[src/rtl/hazard_scoreboard_if.sv]
// ID-stage instruction fields going into the hazard scoreboard, and the stall and
// forwarding controls it hands back to the pipeline.
interface hazard_scoreboard_if #(
  parameter int ADDR_W = 3
);
  logic              id_valid;
  logic [ADDR_W-1:0] rs_addr;
  logic [ADDR_W-1:0] rt_addr;
  logic              rs_used;
  logic              rt_used;
  logic              id_wr_en;
  logic [ADDR_W-1:0] id_write_addr;
  logic              id_is_load;
  logic              flush;
  logic              stall_pc;
  logic              stall_ifid;
  logic              bubble;
  logic [1:0]        fwd_a_sel;
  logic [1:0]        fwd_b_sel;
  logic [15:0]       stall_count;

  modport master (
    output id_valid, rs_addr, rt_addr, rs_used, rt_used,
           id_wr_en, id_write_addr, id_is_load, flush,
    input  stall_pc, stall_ifid, bubble, fwd_a_sel, fwd_b_sel, stall_count
  );

  modport slave (
    input  id_valid, rs_addr, rt_addr, rs_used, rt_used,
           id_wr_en, id_write_addr, id_is_load, flush,
    output stall_pc, stall_ifid, bubble, fwd_a_sel, fwd_b_sel, stall_count
  );
endinterface

[src/rtl/hazard_scoreboard.sv]
// Hazard detection and stall control for the 5-stage pipeline: tracks in-flight
// writers in EX/MEM/WB, stalls the ID instruction on a hazard and emits forwarding selects.
module hazard_scoreboard #(
  parameter int ADDR_W      = 3,
  parameter int FWD_EN      = 0,
  parameter int RF_BYPASS   = 1,
  parameter int ZERO_REG_EN = 1
) (
  input  logic               clk,
  input  logic               rst,
  hazard_scoreboard_if.slave bus
);

  typedef struct packed {
    logic              v;
    logic [ADDR_W-1:0] addr;
    logic              ld;
  } sb_entry_t;

  sb_entry_t   ex_q, mem_q, wb_q, ex_next;
  logic        a_ex, a_mem, a_wb, b_ex, b_mem, b_wb;
  logic        hazard, hazard_q;
  logic [1:0]  fwd_a_next, fwd_b_next, fwd_a_q, fwd_b_q;
  logic [15:0] stall_cnt_q;

  // Register 0 reads are never dependent when it is hard-wired to zero.
  function automatic logic src_match(input logic used, input logic [ADDR_W-1:0] src,
                                     input sb_entry_t e);
    logic zero_src;
    zero_src = (ZERO_REG_EN != 0) && (src == '0);
    return used && e.v && (e.addr == src) && !zero_src;
  endfunction

  // The youngest producer wins, so an EX hit takes priority over MEM.
  function automatic logic [1:0] fwd_sel(input logic hit_ex, input logic hit_mem);
    if (hit_ex)
      return 2'b01;
    else if (hit_mem)
      return 2'b10;
    else
      return 2'b00;
  endfunction

  always_comb begin
    a_ex  = src_match(bus.rs_used, bus.rs_addr, ex_q);
    a_mem = src_match(bus.rs_used, bus.rs_addr, mem_q);
    a_wb  = src_match(bus.rs_used, bus.rs_addr, wb_q);
    b_ex  = src_match(bus.rt_used, bus.rt_addr, ex_q);
    b_mem = src_match(bus.rt_used, bus.rt_addr, mem_q);
    b_wb  = src_match(bus.rt_used, bus.rt_addr, wb_q);

    if (FWD_EN != 0)
      hazard = (a_ex | b_ex) & ex_q.ld;
    else
      hazard = a_ex | a_mem | b_ex | b_mem;
    if (RF_BYPASS == 0)
      hazard = hazard | a_wb | b_wb;

    hazard_q = bus.id_valid & hazard & ~bus.flush;

    fwd_a_next = 2'b00;
    fwd_b_next = 2'b00;
    if ((FWD_EN != 0) && bus.id_valid && !bus.flush && !hazard_q) begin
      fwd_a_next = fwd_sel(a_ex, a_mem);
      fwd_b_next = fwd_sel(b_ex, b_mem);
    end

    // A stalled or squashed slot enters EX as an invalid entry so the stall drains by itself.
    ex_next.v    = bus.id_valid && bus.id_wr_en && !hazard_q && !bus.flush &&
                   !((ZERO_REG_EN != 0) && (bus.id_write_addr == '0));
    ex_next.addr = bus.id_write_addr;
    ex_next.ld   = bus.id_is_load;
  end

  always_ff @(posedge clk) begin
    if (rst) begin
      ex_q        <= '0;
      mem_q       <= '0;
      wb_q        <= '0;
      fwd_a_q     <= 2'b00;
      fwd_b_q     <= 2'b00;
      stall_cnt_q <= '0;
    end else begin
      ex_q    <= ex_next;
      mem_q   <= ex_q;
      wb_q    <= mem_q;
      fwd_a_q <= fwd_a_next;
      fwd_b_q <= fwd_b_next;
      if (hazard_q && (stall_cnt_q != 16'hFFFF))
        stall_cnt_q <= stall_cnt_q + 16'd1;
    end
  end

  assign bus.stall_pc    = hazard_q;
  assign bus.stall_ifid  = hazard_q;
  assign bus.bubble      = hazard_q;
  assign bus.fwd_a_sel   = fwd_a_q;
  assign bus.fwd_b_sel   = fwd_b_q;
  assign bus.stall_count = stall_cnt_q;

endmodule

[src/flat_wrapper.sv]
// flat-port wrapper written by rule: the top's interface ports become plain ports
module hazard_scoreboard_flat 
#(
  parameter int ADDR_W      = 3,
  parameter int FWD_EN      = 0,
  parameter int RF_BYPASS   = 1,
  parameter int ZERO_REG_EN = 1
)
  (clk, rst, bus_id_valid, bus_rs_addr, bus_rt_addr, bus_rs_used, bus_rt_used, bus_id_wr_en, bus_id_write_addr, bus_id_is_load, bus_flush, bus_stall_pc, bus_stall_ifid, bus_bubble, bus_fwd_a_sel, bus_fwd_b_sel, bus_stall_count);
  hazard_scoreboard_if #(.ADDR_W(ADDR_W)) bus_i ();
  input  logic clk;
  input  logic rst;
  input wire logic [$bits(bus_i.id_valid)-1:0] bus_id_valid;
  input wire logic [$bits(bus_i.rs_addr)-1:0] bus_rs_addr;
  input wire logic [$bits(bus_i.rt_addr)-1:0] bus_rt_addr;
  input wire logic [$bits(bus_i.rs_used)-1:0] bus_rs_used;
  input wire logic [$bits(bus_i.rt_used)-1:0] bus_rt_used;
  input wire logic [$bits(bus_i.id_wr_en)-1:0] bus_id_wr_en;
  input wire logic [$bits(bus_i.id_write_addr)-1:0] bus_id_write_addr;
  input wire logic [$bits(bus_i.id_is_load)-1:0] bus_id_is_load;
  input wire logic [$bits(bus_i.flush)-1:0] bus_flush;
  output wire logic [$bits(bus_i.stall_pc)-1:0] bus_stall_pc;
  output wire logic [$bits(bus_i.stall_ifid)-1:0] bus_stall_ifid;
  output wire logic [$bits(bus_i.bubble)-1:0] bus_bubble;
  output wire logic [$bits(bus_i.fwd_a_sel)-1:0] bus_fwd_a_sel;
  output wire logic [$bits(bus_i.fwd_b_sel)-1:0] bus_fwd_b_sel;
  output wire logic [$bits(bus_i.stall_count)-1:0] bus_stall_count;
  assign bus_i.id_valid = bus_id_valid;
  assign bus_i.rs_addr = bus_rs_addr;
  assign bus_i.rt_addr = bus_rt_addr;
  assign bus_i.rs_used = bus_rs_used;
  assign bus_i.rt_used = bus_rt_used;
  assign bus_i.id_wr_en = bus_id_wr_en;
  assign bus_i.id_write_addr = bus_id_write_addr;
  assign bus_i.id_is_load = bus_id_is_load;
  assign bus_i.flush = bus_flush;
  assign bus_stall_pc = bus_i.stall_pc;
  assign bus_stall_ifid = bus_i.stall_ifid;
  assign bus_bubble = bus_i.bubble;
  assign bus_fwd_a_sel = bus_i.fwd_a_sel;
  assign bus_fwd_b_sel = bus_i.fwd_b_sel;
  assign bus_stall_count = bus_i.stall_count;
  hazard_scoreboard #(.ADDR_W(ADDR_W), .FWD_EN(FWD_EN), .RF_BYPASS(RF_BYPASS), .ZERO_REG_EN(ZERO_REG_EN)) u_core (.clk(clk), .rst(rst), .bus(bus_i));
endmodule
[config.mk]
export PLATFORM = sky130hd
export DESIGN_NAME = hazard_scoreboard_flat
export DESIGN_NICKNAME = d
export VERILOG_FILES = /design/src/rtl/hazard_scoreboard_if.sv /design/src/rtl/hazard_scoreboard.sv /design/src/flat_wrapper.sv
export SDC_FILE = /design/constraint.sdc
export NUM_CORES = 1
export LEC_CHECK = 0
export CAP_MARGIN = 20
export CORE_MARGIN = 2
export CORE_UTILIZATION = 40
export CTS_CLUSTER_DIAMETER = 30
export DETAILED_ROUTE_END_ITERATION = 10
export PLACE_DENSITY = 0.7
export SYNTH_ARGS = -nofsm -noshare
export SYNTH_HDL_FRONTEND = slang
export SYNTH_SLANG_ARGS = --single-unit
[constraint.sdc]
create_clock -name clk -period 2.8 [get_ports clk]
set_input_delay 0.42 -clock clk [delete_from_list [all_inputs] [get_ports clk]]
set_output_delay 0.42 -clock clk [all_outputs]
set_load 0.05 [all_outputs]
==> results of run 1 <==
## logic make-up (layout without fill, tap and decap cells)
group	Yosys count	after routing	synth area share (%)
and+or+nand+nor	65	65	29.2
AOI/OAI and AO/OA	30	30	14.8
DFF	24	24	37.2
buffers and inverters	15	47	6.78
xor gates and xnor gates	12	12	8.13
muxes	3	3	2.61
adders and majority gates	1	1	0.968
other	1	4	0.290
## cells in the mapped netlist
| master | count |
|---|---|
| and3_1 | 1 |
| conb_1 | 1 |
| inv_1 | 2 |
| nand3b_1 | 2 |
| or3_1 | 2 |
| xor2_1 | 10 |
| dfxtp_1 | 24 |
| and4_1 | 1 |
| nor3_1 | 6 |
| nand4_1 | 2 |
| xnor2_1 | 2 |
| clkbuf_1 | 5 |
| o31ai_1 | 8 |
| and4b_1 | 1 |
| a21oi_1 | 12 |
| o21ai_0 | 4 |
| ha_1 | 1 |
| nor4_1 | 4 |
| o22ai_1 | 1 |
| a311oi_1 | 1 |
| nand4b_1 | 1 |
| buf_2 | 1 |
| buf_4 | 6 |
| nor4_2 | 1 |
| nand2b_1 | 2 |
| nand3_1 | 5 |
| or4_1 | 8 |
| mux2_2 | 3 |
| o22a_2 | 1 |
| nor2b_1 | 11 |
| nand2_1 | 10 |
| buf_6 | 1 |
| a41oi_1 | 3 |
| nor2_1 | 7 |
| or2_2 | 1 |
## area by class of cell
cell class	instances	area share (%)
inverter	2	0.647
tap	44	3.16
sequential	24	27.6
multi-input combinational	115	42.6
clock buffer	3	1.29
timing repair buffer	42	24.7
## per-layer routing
metal / vias to the layer above / share of wire [%]
met5: - / 0
met4: 0 / 1.0
met3: 4 / 4.1
met2: 31 / 49
met1: 600 / 45
li1: 613 / -
## registers in the layout, indices dropped and copies added, names as in the netlist
register / cells
u_core.mem_q: 4
u_core.ex_q: 4
u_core.bus.stall_count: 16
## how the worst min path moves through the flow
stage | to | cells after the start | startpoint | slack, ps
floorplan | u_core.mem_q[4] | 1 | u_core.ex_q[4] | 460
global route | u_core.mem_q[4] | 1 | u_core.ex_q[4] | 510
detailed placement | u_core.mem_q[4] | 1 | u_core.ex_q[4] | 490
global placement | u_core.bus.stall_count[10] | 2 | u_core.bus.stall_count[10] | 480
CTS | u_core.mem_q[4] | 1 | u_core.ex_q[4] | 500
finish | u_core.mem_q[4] | 1 | u_core.ex_q[4] | 500
## power by group
group          total [µW]  switching [µW]  internal [µW]
clock network         151             100           50.3
logic                69.6            36.7           32.9
registers             351            4.87            346
total                 571             142            429
## through the flow
stage | cells | setup WS [ps]
5_1_grt | 230 | -7.82
6_report | 230 | 139
3_5_place_dp | 224 | 81.2
2_1_floorplan | 154 | 374
4_1_cts | 227 | 68.9
3_3_place_gp | 224 | 124
## timing repair
| action | in CTS | in global routing |
|---|---|---|
| buffers inserted | 0 | 3 |
| endpoints found under the setup margin | 0 | 3 |
| gates resized for setup | 0 | 1 |
==> results.ini, run 1 <==
[timing]
slew_headroom_pct=53.4
fmax_mhz=376
worst_pin_slew_ps=696
skew_ps=4.60
setup_tns_ps=0
holdWs_ps=498
slew_viol_final=0
final.period_utilization_pct=95.0
fin_crit_ps=2660
hold_violations=0
setup_viol=0

[synthesis]
synth_cell_types=35
synth_area_leaders=dfxtp_1 37%, xor2_1 6.8%, nor2b_1 5.3%
yosysTopAreaCellShare_pct=37.2
synthCells=151
syn_area_per_cell_um2=8.56
ys_seq_area_share_pct=37.2
yosysTopAreaCell=dfxtp_1
yosysWarnings=0
synth_area_um2=1290
ys_ff_latch=24

[placement]
dpl_cell_area_um2=1690
finalWeightedCongestion=0.899
hpwl_um=2280
port_buffers=34

[floorplan]
coreArea_um2=3050
die_height_um=60.8
die_area_um2=3700
num_io_pins=40
die_w_um=60.8
start_util_pct=42.3
rows=20

[grt]
grtUsageMet1_pct=23.1
grt_pass1_vias=1125
grt.overflow.total=0
grt_max_degree=21
top_usage_layer=met2
grt_use_met3_pct=4.26
grt_pass1_wl_um=4920
antenna_found_initial=0
grtUsageTotal_pct=17.2
globalRouteMet2Util_pct=28.1

[detailed_routing]
dr.pass1.iters=4
route.detailed.drc=0
wl_per_cell_um=12.9
routed_wl_um=2980
vias_per_cell=5.43
vias=1248
drt_iter0_markers=41
detail-route-antenna-nets=0

[power_and_ir_drop]
ir_drop_v=0.000261
p_per_area_nw_per_um2=328
leakagePower_uw=0.000579
power.total_uw=571

[clock_network]
cts.sinks=24
ctsRootBufferMaster=clkbuf_4
clock_path_buffers=2
cts_tree=done
cts-buffers-inserted=3
ctsHoldBuffers=0
path_clk_slew_ps=130
clock_latency_ps=310
htreeDepth=1

[cells_and_area]
final_cell_area_um2=1740
layout_commonest_cell=clkdlybuf4s50_1
layout-drive-gt1-share_pct=11.8
fin_util_pct=57.0
syn2layout_area_growth_pct=34.8
multi_input_area_um2=742
antenna_cells=0
n_fill_cell=290
register_area_um2=480
nets=206
final_cell_mix=31 x clkdlybuf4s50_1, 24 x dfxtp_1, 12 x a21oi_1

[critical_path]
cp-end-kind=output port
worstPathMaxFanout=7
cp.depth=7
rr_endpoint=u_core.bus.stall_count[8]
rrSetupSlack_ps=560
critPathLaunchType=input pin
cp-startpoint=bus_rs_addr[2]
slowest_stage=clkdlybuf4s50_1
criticalPathCategory=input pin to output port
path_cells=clkdlybuf4s50_1, xor2_1, nor2_1, a41oi_1, o22a_2, clkinvlp_4, buf_12
path_buf_inv=3
cp.required_ps=2380
endpoint=bus_bubble
reg2reg_from=u_core.ex_q[2]
arrival_ps=2240
max_stage_delay_ps=530
cp_top_family=buffers and inverters
ff2ff_path_depth=8

[status]
outcome=completed

[worst_hold_path]
hold_path_class=register to register

[flow_run]
drv_cap=0

Note: power is estimated with default switching activity, not from simulation.
==> run 2, diff against run 1 <==
Settings changed: PLACE_DENSITY 0.7 to 0.69.
Clock period 2.8 ns to 3.1 ns, I/O delays scaled along.
==> run 2 against run 1 <==
Net effect: final area shrank 0.65%; combinational power shrank 12%; setup slack gained 280 ps; routed wire length shrank 4.5%; largest cell class unchanged; hold slack gained 3.7 ps; via count shrank 2.9%; critical endpoint unchanged; total power grew 6.7%; first-iteration DRC count grew 7.3%; non-clock buffer count shrank 5.
==> results.ini, run 2 (same netlist as run 1, synthesis figures left out) <==
[status]
outcome=completed

[grt]
top_usage_layer=met2
grt_use_met3_pct=1.71
grt.overflow.total=0
globalRouteMet2Util_pct=23.0
grtUsageTotal_pct=15.3
grtUsageMet1_pct=20.9
grt_pass1_wl_um=4300
grt_max_degree=28
antenna_found_initial=0
grt_pass1_vias=1028

[critical_path]
rrSetupSlack_ps=780
max_stage_delay_ps=470
criticalPathCategory=input pin to output port
slowest_stage=clkdlybuf4s50_1
arrival_ps=2220
path_cells=clkdlybuf4s50_1, xor2_1, nor4_2, a41oi_1, o22a_2, inv_1, buf_12
worstPathMaxFanout=6
cp-end-kind=output port
rr_endpoint=u_core.bus.stall_count[5]
critPathLaunchType=input pin
ff2ff_path_depth=6
cp.required_ps=2630
path_buf_inv=3
cp_top_family=buffers and inverters
reg2reg_from=u_core.bus.stall_count[0]

[worst_hold_path]
whs_endpoint=u_core.bus.stall_count[10]
hold_depth=2
holdCritStartpoint=u_core.bus.stall_count[10]
hold_path_class=register to register

[placement]
hpwl_um=2100
finalWeightedCongestion=0.907
port_buffers=34
place_inst=222
preCtsSetupSlack_ps=303

[detailed_routing]
vias=1212
route.detailed.drc=0
routed_wl_um=2840
wl_per_cell_um=12.6
detail-route-antenna-nets=0
drt_iter0_markers=44
dr.pass1.iters=4
vias_per_cell=5.36

[timing]
final.period_utilization_pct=86.5
slew_headroom_pct=37.1
setup_tns_ps=0
hold_violations=0
worst_pin_slew_ps=941
rsz0062_at_grt=no
post-route-worst-setup-slack_ps=418
slew_viol_final=0
fin_crit_ps=2680
fmax_mhz=373
skew_ps=6.24
setup_viol=0

[clock_network]
ctsRootBufferMaster=clkbuf_4
cts_tree=done
post_cts_buffers=0
cts_resized=0
cts.sinks=24
cts-buffers-inserted=3
clock_latency_ps=330
ctsHoldBuffers=0
path_clk_slew_ps=130
clock_path_buffers=2
htreeDepth=1

[power_and_ir_drop]
clockPowerShare_pct=38.0
seq_power_share_pct=52.0
p_per_area_nw_per_um2=352
internal_power_uw=473
p_switching_uw=137
ir_drop_v=0.000201
pwr-share-comb_pct=10.0
switching_share_pct=22.5
leakagePower_uw=0.000581
power.total_uw=610

[cells_and_area]
layout-drive-gt1-share_pct=9.34
final_cell_mix=31 x clkdlybuf4s50_1, 24 x dfxtp_1, 12 x a21oi_1
n_fill_cell=300
multi_input_area_um2=742
layout_commonest_cell=clkdlybuf4s50_1
largest_reg_flops=16
nets=201
syn2layout_area_growth_pct=33.9
antenna_cells=0
fin_util_pct=56.7
instances_no_fill=226
register_area_um2=480

[floorplan]
die_area_um2=3700
coreArea_um2=3050
start_util_pct=42.3
num_io_pins=40
die_height_um=60.8
die_w_um=60.8
rows=20

[flow_run]
drv_cap=0

-- run 2: area by class of cell --
type                            count  share of cell area, %
Clock buffer                        3                   1.30
Multi-Input combinational cell    115                   42.9
Inverter                            2                  0.434
Timing Repair Buffer               37                   22.7
Sequential cell                    24                   27.8
Clock inverter                      1                   1.74
Tap cell                           44                   3.18
-- run 2: how the worst max path moves through the flow --
stage	start	endpoint	slack (ps)	depth (start not counted)
finish	bus_rt_addr[2]	bus_bubble	420	7
global route	bus_rs_addr[2]	bus_stall_pc	250	7
CTS	bus_rt_addr[2]	bus_bubble	410	7
detailed placement	bus_rt_addr[2]	u_core.bus.stall_count[5]	300	8
global placement	bus_rt_addr[2]	u_core.bus.stall_count[6]	330	8
floorplan	bus_rt_addr[2]	bus_stall_ifid	580	7
-- run 2: layer usage --
layer	vias to the layer above	routed length, µm
met2	26	1270
met1	566	1410
met3	5	106
met5	-	0
met4	0	57
li1	615	-
-- run 2: power by group through the flow --
stage               registers (µW)  clock network (µW)  logic, µW
global placement               323                   0       59.5
global route                   317                 247       64.9
finish                         317                 232       60.9
floorplan                      323                   0       37.9
detailed placement             324                   0       60.6
CTS                            317                 236       60.9
-- run 2: tightest hold or removal path: stages, from the launching register on --
cell and delay [ps]:
dfxtp_1 350, o31ai_1 60, a21oi_1 60
-- run 2: through the flow --
step	hold WS, ps	area, µm²
2_1_floorplan	459	1300
3_3_place_gp	475	1680
3_5_place_dp	491	1680
4_1_cts	509	1730
5_1_grt	530	1730
6_report	501	1730
